File: src/rtl/pl_mem_wb.sv
// MEM/WB stage: issues load/store over a req/ack handshake and stalls EX while a
// transaction is outstanding; drives registered write-back strobes and the carry flag.
module pl_mem_wb #(
  parameter int NUM_DOMAINS = 2,
  parameter int ADDR_WID    = 16,
  parameter int TIMEOUT_CYC = 15
) (
  input  logic                       clk,
  input  logic                       reset,
  input  logic [0:7]                 EX_reg,
  input  logic [NUM_DOMAINS*8-1:0]   operation_result,
  input  logic [3:0]                 destination_reg_addr,
  input  logic [ADDR_WID-1:0]        data_wr_addr,
  input  logic [ADDR_WID-1:0]        data_rd_addr,
  input  logic                       carry_in,
  output logic                       stall,
  output logic                       mem_req,
  output logic                       mem_we,
  output logic [ADDR_WID-1:0]        mem_addr,
  output logic [7:0]                 mem_wdata,
  input  logic [7:0]                 mem_rdata,
  input  logic                       mem_ack,
  output logic                       wb_int_en,
  output logic                       wb_rns_en,
  output logic [2:0]                 wb_addr,
  output logic [NUM_DOMAINS*8-1:0]   wb_data,
  output logic                       carry_flag,
  output logic                       mem_err
);
  localparam int DW = NUM_DOMAINS * 8;

  typedef enum logic [1:0] {IDLE, WAIT_WR, WAIT_RD} state_t;

  state_t                state_q;
  logic [7:0]            tmo_q;
  logic                  req_q, we_q, wb_int_q, wb_rns_q, carry_q, err_q;
  logic [ADDR_WID-1:0]   addr_q;
  logic [7:0]            wdata_q;
  logic [2:0]            wb_addr_q;
  logic [DW-1:0]         wb_data_q;

  logic       valid;
  logic [7:0] tmo_inc;
  logic       unused_dest_rns;

  // destination_RNS in EX_reg is redundant with destination_reg_addr[3]
  assign unused_dest_rns = EX_reg[7];
  assign valid   = !(EX_reg[3] | EX_reg[5] | EX_reg[6]);
  assign tmo_inc = tmo_q + 8'd1;

  always_ff @(posedge clk or negedge reset) begin
    if (!reset) begin
      state_q   <= IDLE;
      tmo_q     <= '0;
      req_q     <= 1'b0;
      we_q      <= 1'b0;
      addr_q    <= '0;
      wdata_q   <= '0;
      wb_int_q  <= 1'b0;
      wb_rns_q  <= 1'b0;
      wb_addr_q <= '0;
      wb_data_q <= '0;
      carry_q   <= 1'b0;
      err_q     <= 1'b0;
    end else begin
      wb_int_q <= 1'b0;
      wb_rns_q <= 1'b0;
      case (state_q)
        IDLE: begin
          tmo_q <= '0;
          if (valid) begin
            if (EX_reg[2]) carry_q <= carry_in;
            if (EX_reg[0]) begin
              req_q   <= 1'b1;
              we_q    <= 1'b1;
              addr_q  <= data_wr_addr;
              wdata_q <= operation_result[7:0];
              state_q <= WAIT_WR;
            end else if (EX_reg[4]) begin
              req_q   <= 1'b1;
              we_q    <= 1'b0;
              addr_q  <= data_rd_addr;
              state_q <= WAIT_RD;
            end else if (EX_reg[1]) begin
              wb_data_q <= operation_result;
              wb_addr_q <= destination_reg_addr[2:0];
              wb_rns_q  <= destination_reg_addr[3];
              wb_int_q  <= !destination_reg_addr[3];
            end
          end
        end
        WAIT_WR, WAIT_RD: begin
          if (mem_ack) begin
            req_q   <= 1'b0;
            tmo_q   <= '0;
            state_q <= IDLE;
            // loads always land in the integer file; dest held by stall
            if (state_q == WAIT_RD) begin
              wb_int_q  <= 1'b1;
              wb_addr_q <= destination_reg_addr[2:0];
              wb_data_q <= DW'(mem_rdata);
            end
          end else if (tmo_inc == 8'(TIMEOUT_CYC)) begin
            req_q   <= 1'b0;
            err_q   <= 1'b1;
            tmo_q   <= '0;
            state_q <= IDLE;
          end else begin
            tmo_q <= tmo_inc;
          end
        end
        default: state_q <= IDLE;
      endcase
    end
  end

  assign stall      = (state_q != IDLE);
  assign mem_req    = req_q;
  assign mem_we     = we_q;
  assign mem_addr   = addr_q;
  assign mem_wdata  = wdata_q;
  assign wb_int_en  = wb_int_q;
  assign wb_rns_en  = wb_rns_q;
  assign wb_addr    = wb_addr_q;
  assign wb_data    = wb_data_q;
  assign carry_flag = carry_q;
  assign mem_err    = err_q;
endmodule

File: config.mk
export PLATFORM = sky130hd
export DESIGN_NAME = pl_mem_wb
export DESIGN_NICKNAME = d
export VERILOG_FILES = /design/src/rtl/pl_mem_wb.sv
export SDC_FILE = /design/constraint.sdc
export NUM_CORES = 1
export LEC_CHECK = 0
export CAP_MARGIN = 10
export CORE_MARGIN = 2
export CORE_UTILIZATION = 42
export DETAILED_ROUTE_END_ITERATION = 10
export PLACE_DENSITY_LB_ADDON = 0.08
export SETUP_SLACK_MARGIN = 0.15
export SYNTH_ARGS = -nofsm -noshare
export SYNTH_HDL_FRONTEND = slang
export SYNTH_SLANG_ARGS = --single-unit
File: constraint.sdc
create_clock -name clk -period 2.96 [get_ports clk]
set_input_delay 0.444 -clock clk [delete_from_list [all_inputs] [get_ports clk]]
set_output_delay 0.444 -clock clk [all_outputs]
set_load 0.005 [all_outputs]
# After elaboration in Yosys (flattened, before gate mapping)
# Index checks and enable logic that the tools add are counted.
[totals] input_bits=72 out_inout_bits=50 register_bits=59 wordCells=86
[classes] reduce_logical=13 mux=45 n_bitwise=4 addsub=1 eq_ne=11
[ops] operator="2-to-1 mux 16 bit" count=8
[ops] operator="one-hot mux 16 bit (2 select lines)" count=1
[ops] operator="2-to-1 mux 1 bit" count=18
[ops] operator="2-to-1 mux 3 bit" count=6
[ops] operator="2-to-1 mux 8 bit" count=2
[ops] operator="one-hot mux 8 bit (2 select lines)" count=1
[ops] operator="AND reduction 3 bit" count=5
[ops] operator="inequality test 2 bit, second input constant" count=6
[ops] operator="2-to-1 mux 2 bit" count=5
[ops] operator="adder 8 x 1 -> 8 bit, second input constant" count=1
[ops] operator="== test 8 x 4 -> 1 bit, second input constant" count=1
[ops] operator="AND reduction 7 bit" count=1
[ops] operator="inequality test 3 bit, second input constant" count=2
[ops] operator="one-hot mux 3 bit (2 select lines)" count=1
[ops] operator="nonzero test 2 bit" count=3
[ops] operator="one-hot mux 1 bit (2 select lines)" count=2
[ops] operator="one-hot mux 2 bit (2 select lines)" count=1
[ops] operator="AND reduction 4 bit" count=1
[ops] operator="== test 2 x 1 -> 1 bit, second input constant" count=1
[ops] operator="== test 2 bit, second input constant" count=1
[ops] operator="logical NOT 2 bit" count=1
[ops] operator="inverter 1 bit" count=2
[ops] operator="OR 1 bit" count=2
[ops] operator="OR reduction 2 bit" count=1
[ops] operator="logical NOT 1 bit" count=1

# Longest topological paths before layout
[logic_depth] word_depth=6 ltp_mapped=10 mapped_depth_nobuf=7

# Least setup slack after synthesis
# OpenSTA, ideal clock, no wires.
[synth_path] path_kind="reg-to-reg" start="reg state_q[0]" end="reg wb_addr_q[0], in the netlist wb_addr[0]" setup_ns=0.125 n_path_buf=2 arrival_ns=2.162 t_required_ns=2.835 setup_slack_ns=0.673 synth_period_minus_slack_ns=2.287 path_stages_with_launch=8 cell_sequence="dfrtp_1 inv_1 ha_1 clkbuf_1 nand2_1 a21oi_1 buf_4 mux2_2"
[synth_between] elab_chain_cells=4 elab_cells_between_ends=13 cone_classes="8 x eq/ne; 1 x mux; 4 x reduce/logical"
[synth_lines] element="start: declaration" line="34" rtl="state_t state_q;"
[synth_lines] element="start signal: assignment" line="53" rtl="state_q <= IDLE;"
[synth_lines] element="start signal: assignment" line="78" rtl="state_q <= WAIT_WR;"
[synth_lines] element="start signal: assignment" line="83" rtl="state_q <= WAIT_RD;"
[synth_lines] element="== test 2 bit or == test 2 x 1 -> 1 bit (tied branches)" line="68, 98"
[synth_lines] element="OR reduction 2 bit" line="68" rtl="case (state_q)"
[synth_lines] element="inequality test 2 bit (no line) or nonzero test 2 bit (tied branches)"
[synth_lines] element="AND reduction 7 bit (no line)"
[synth_lines] element="end signal: assignment" line="86" rtl="wb_addr_q <= destination_reg_addr[2:0];"
[synth_lines] element="end signal: assignment" line="100" rtl="wb_addr_q <= destination_reg_addr[2:0];"
[synth_lines] element="end: declaration" line="39" rtl="logic [2:0] wb_addr_q;"
# Several ways; a longest one is shown, not always the timed one.
# A chain may end at the register's enable or synchronous reset.

# Final worst setup path
[layout_path] start="reg tmo_q[3]" end="reg tmo_q[2]"
[layout_between] elab_chain_cells=5
[layout_lines] element="start: declaration" line="35" rtl="logic [7:0] tmo_q;"
[layout_lines] element="start signal: assignment" line="109" rtl="tmo_q <= tmo_inc;"
[layout_lines] element="adder 8 x 1 -> 8 bit" line="49" rtl="assign tmo_inc = tmo_q + 8'd1;"
[layout_lines] element="== test 8 x 4 -> 1 bit" line="103" rtl="end else if (tmo_inc == 8'(TIMEOUT_CYC)) begin"
[layout_lines] element="2-to-1 mux 8 bit" line="103"
[layout_lines] element="2-to-1 mux 8 bit" line="93" rtl="if (mem_ack) begin"
[layout_lines] element="one-hot mux 8 bit (2 select lines)" line="68"
# Every way passes these cells.

==> summary.log <==
qor: clock_network.clock_pin_transition_on_the_worst_setup_and_hold_timing_paths 70 ps
qor: logic_synthesis.ys_seq_area_frac 0.5191
qor: global_routing.track_usage 0.2003
qor: clock_network.numCtsBuffers 9
qor: drt.dr.pass1.iters 4
qor: global_routing.first_pass_grt_wire_length 11,670 um
qor: clock_network.cts_max_path_buffers 2
qor: power.cellPowerDensity 859.8 nW/um^2
qor: worst_setup_path.crit_path_max_incr_delay 560 ps
qor: clock_network.tritoncts_clock_tree done
qor: global_routing.antenna_found_initial 0
qor: drt.drt-total-wl 7097 um
qor: drt.vias_per_cell 5.091
qor: timing.timing.slew.headroom 0.3543
qor: die.die_h 86.29 um
qor: worst_setup_path.crit_path_cell_trace nand4_1, or4_4, a221oi_4, nor2_2, a221o_1
qor: run_status.status finished, final reports clean
qor: placement.globalplace.congestion 0.7609
qor: power.vdd_ir_drop_max 0.4981 mV
qor: clock_network.cts_repair_resize_count 0
qor: global_routing.grt_pass1_vias 2,488
qor: logic_synthesis.yosys_warnings 0
qor: worst_setup_path.worstSetupStartpointType flop
qor: drt.postRouteAntennaNets 0
qor: worst_hold_path.hp-class in2async
qor: worst_setup_path.critPathTopFamily simple AND/OR/NAND/NOR gates
qor: logic_synthesis.syn-instance-count 268
qor: worst_setup_path.max_fanout_on_critical_path 10
qor: die.horizontal_die_dimension 86.29 um
qor: cells_and_area.fillers 529
qor: die.boundaryPins 122
qor: clock_network.clock_tree.htree_level_count 3
qor: placement.io_buffers 120
qor: clock_network.numClockSinks 59
qor: drt.wl_per_cell 15.00 um
qor: placement.detailedPlace.worstSlack 604.6 ps
qor: timing.timing.final.max_slew_violations 0
qor: logic_synthesis.synth.avg_cell_area 10.61 um^2
qor: cells_and_area.fraction_of_layout_instances_using_a_drive_strength_above_1 0.1288
qor: global_routing.grt_remaining_overflow 0
qor: global_routing.grt_start_max_net_pins 43
qor: timing.final-hold-violation-count 0
qor: worst_setup_path.timing.critical_path.buf_inv 0
qor: worst_setup_path.required 3170 ps
qor: cells_and_area.postLayoutCoreUtil 0.6720
qor: timing.final.period_utilization 0.7751
qor: die.floorplan.core_area 6459 um^2
qor: worst_setup_path.critical_path.reg2reg.startpoint tmo_q[3]$_DFFE_PN0P_
qor: clock_network.root_buffer sky130_fd_sc_hd__clkbuf_8
qor: worst_setup_path.worstSetupPathType reg2reg
qor: cells_and_area.antenna_cells_inserted 0
qor: logic_synthesis.synth_fp_nets 346
qor: logic_synthesis.synth_cell_types 46
qor: timing.hold_ws 265.5 ps
qor: clock_network.cts_setup_buffers 0
qor: timing.max_freq 0.4359 GHz
qor: logic_synthesis.syn_area 2844 um^2
qor: drt.dr.first_iter.drc_count 129
qor: placement.placed_cells 457
qor: timing.timing.setup.tns 0 ps
qor: timing.grt_setup_unrepaired no
qor: die.initial_utilization 0.4403
qor: clock_network.post_cts_hold_buffer_count 0
qor: drt.vias 2,408
qor: timing.report.final.setup_viol 0
qor: die.design.die.area 7446 um^2
qor: timing.worst_pin_slew 968.6 ps
qor: run.timing.max_cap.violations 0
qor: cells_and_area.layout_area_growth_over_synthesis 52.62%
qor: power.p_leak 1.926 nW
qor: timing.fin_crit 2294 ps
qor: logic_synthesis.ys_seq_elements 59
qor: clock_network.clock_latency_at_the_later_pin_of_the_worst_skew_pair 330 ps
qor: worst_setup_path.cp-end-kind flop
qor: cells_and_area.num-nets-final 469
qor: worst_setup_path.worst-r2r-setup-slack 670 ps
qor: die.num_rows 29
qor: cells_and_area.layout.cells.non_filler 473
qor: worst_setup_path.critical_path_cell_with_the_highest_stage_delay sky130_fd_sc_hd__or4_4
qor: worst_setup_path.regToRegEndpoint tmo_q[2]$_DFFE_PN0P_
qor: worst_setup_path.cp_data_arrival_time 2510 ps
qor: drt.drcViolationCount 0
qor: worst_setup_path.r2r_cells 5
qor: timing.fin_ws 665.7 ps
qor: timing.final.setup_skew 6.218 ps
qor: placement.place_hpwl 5133 um
stage by stage:
stage	power, W	area [um^2]
after CTS	0.003777	4340
after global placement	0.002946	4128
after detailed placement	0.002984	4128
after global routing	0.003988	4340
final	0.003732	4340
after floorplan	0.002048	2844
state kept, by name, summed over array words and instances (netlist names):
signal	count
wb_data	16
wb_rns_en	1
mem_addr	16
state_q	2
mem_we	1
mem_wdata	8
wb_int_en	1
mem_err	1
tmo_q	8
wb_addr	3
mem_req	1
carry_flag	1
layout make-up:
| cell class | instances | area [um^2] | area share |
|---|---|---|---|
| repair buffers | 127 | 1249 | 0.2877 |
| well taps | 77 | 96.34 | 0.02220 |
| clock buffers | 12 | 165.2 | 0.03805 |
| flip-flops and latches | 59 | 1476 | 0.3402 |
| clock inverters | 4 | 47.55 | 0.01095 |
| multi-input cells | 185 | 1272 | 0.2932 |
| inverters | 9 | 33.78 | 0.007783 |
Yosys cell counts, drive strengths merged:
library cell | n | area [um^2]
nand3b | 1 | 7.510
nor4 | 1 | 6.260
nor2b | 9 | 56.30
nand2b | 3 | 18.77
a21boi | 1 | 7.510
a22o | 1 | 8.760
nand4 | 3 | 18.77
nand2 | 10 | 37.54
mux2 | 12 | 135.1
clkinv | 1 | 3.750
nor3b | 1 | 7.510
inv | 8 | 30.03
o2bb2ai | 1 | 8.760
and3b | 1 | 8.760
a211oi | 2 | 15.01
ha | 6 | 75.07
a21oi | 28 | 140.1
clkbuf | 10 | 38.78
xor2 | 1 | 8.760
o41ai | 2 | 17.52
and3 | 1 | 6.260
nor3 | 3 | 20.02
o21a | 1 | 7.510
o31ai | 2 | 15.01
a31o | 8 | 70.07
or3 | 2 | 12.51
a211o | 1 | 8.760
mux2i | 24 | 240.2
nand3 | 4 | 20.02
a221o | 1 | 10.01
a311oi | 1 | 8.760
or4 | 1 | 11.26
nor2 | 35 | 133.9
a221oi | 1 | 26.28
buf | 5 | 28.77
a31oi | 2 | 12.51
o21ai | 11 | 55.05
a21o | 2 | 15.01
or2 | 1 | 6.260
xnor2 | 1 | 8.760
dfrtp | 59 | 1476
where the power goes:
| part | internal [W] | total [W] | switching [W] |
|---|---|---|---|
| clock network | 0.000455 | 0.000773 | 0.000318 |
| registers | 0.00113 | 0.00131 | 0.000181 |
| logic | 0.000993 | 0.00165 | 0.000655 |
worst max path at each step:
| stage | to | slack [ps] | startpoint | cells after the start |
|---|---|---|---|---|
| 2_1_floorplan | wb_addr[0]$_DFFE_PN0P_ | 670 | state_q[0]$_DFFE_PN0P_ | 7 |
| 3_3_place_gp | wb_addr[1]$_DFFE_PN0P_ | 650 | EX_reg[5] | 6 |
| 3_5_place_dp | wb_addr[1]$_DFFE_PN0P_ | 600 | EX_reg[5] | 6 |
| 4_1_cts | tmo_q[2]$_DFFE_PN0P_ | 690 | tmo_q[3]$_DFFE_PN0P_ | 5 |
| 5_1_grt | tmo_q[2]$_DFFE_PN0P_ | 570 | tmo_q[3]$_DFFE_PN0P_ | 5 |
| 6_report | tmo_q[2]$_DFFE_PN0P_ | 670 | tmo_q[3]$_DFFE_PN0P_ | 5 |
logic make-up (layout without fill, tap and decap cells):
family          after synthesis  in the layout  synth area share
compound gates               65             65            0.1500
xor+xnor                      2              2          0.006160
fa+ha+maj                     6              6           0.02640
buf+inv                      24            152           0.03563
flops                        59             59            0.5191
mux                          36             36            0.1320
simple gates                 76             76            0.1307
routing by layer:
layer | routed length [um] | track usage | up-vias | share of wire
li1 | - | - | 1195 | -
met1 | 3072 | 0.2542 | 1145 | 0.43
met2 | 3432 | 0.3108 | 62 | 0.48
met3 | 540 | 0.08667 | 6 | 0.076
met4 | 52 | 0.06392 | 0 | 0.0073
met5 | 0 | 0 | - | 0
placed cells by master, fill, tap and decap left out, types with 3 or more instances in the layout:
master	count
sky130_fd_sc_hd__nand3_1	4
sky130_fd_sc_hd__clkbuf_8	12
sky130_fd_sc_hd__nand2b_1	3
sky130_fd_sc_hd__inv_1	8
sky130_fd_sc_hd__mux2i_1	24
sky130_fd_sc_hd__a21oi_1	27
sky130_fd_sc_hd__clkdlybuf4s50_1	119
sky130_fd_sc_hd__nand4_1	3
sky130_fd_sc_hd__a31o_2	8
sky130_fd_sc_hd__nor2b_1	9
sky130_fd_sc_hd__nor2_1	33
sky130_fd_sc_hd__ha_1	6
sky130_fd_sc_hd__o21ai_0	11
sky130_fd_sc_hd__buf_4	7
sky130_fd_sc_hd__dfrtp_1	59
sky130_fd_sc_hd__mux2_2	12
sky130_fd_sc_hd__nand2_1	10
Power figures use the tool's default switching activity.
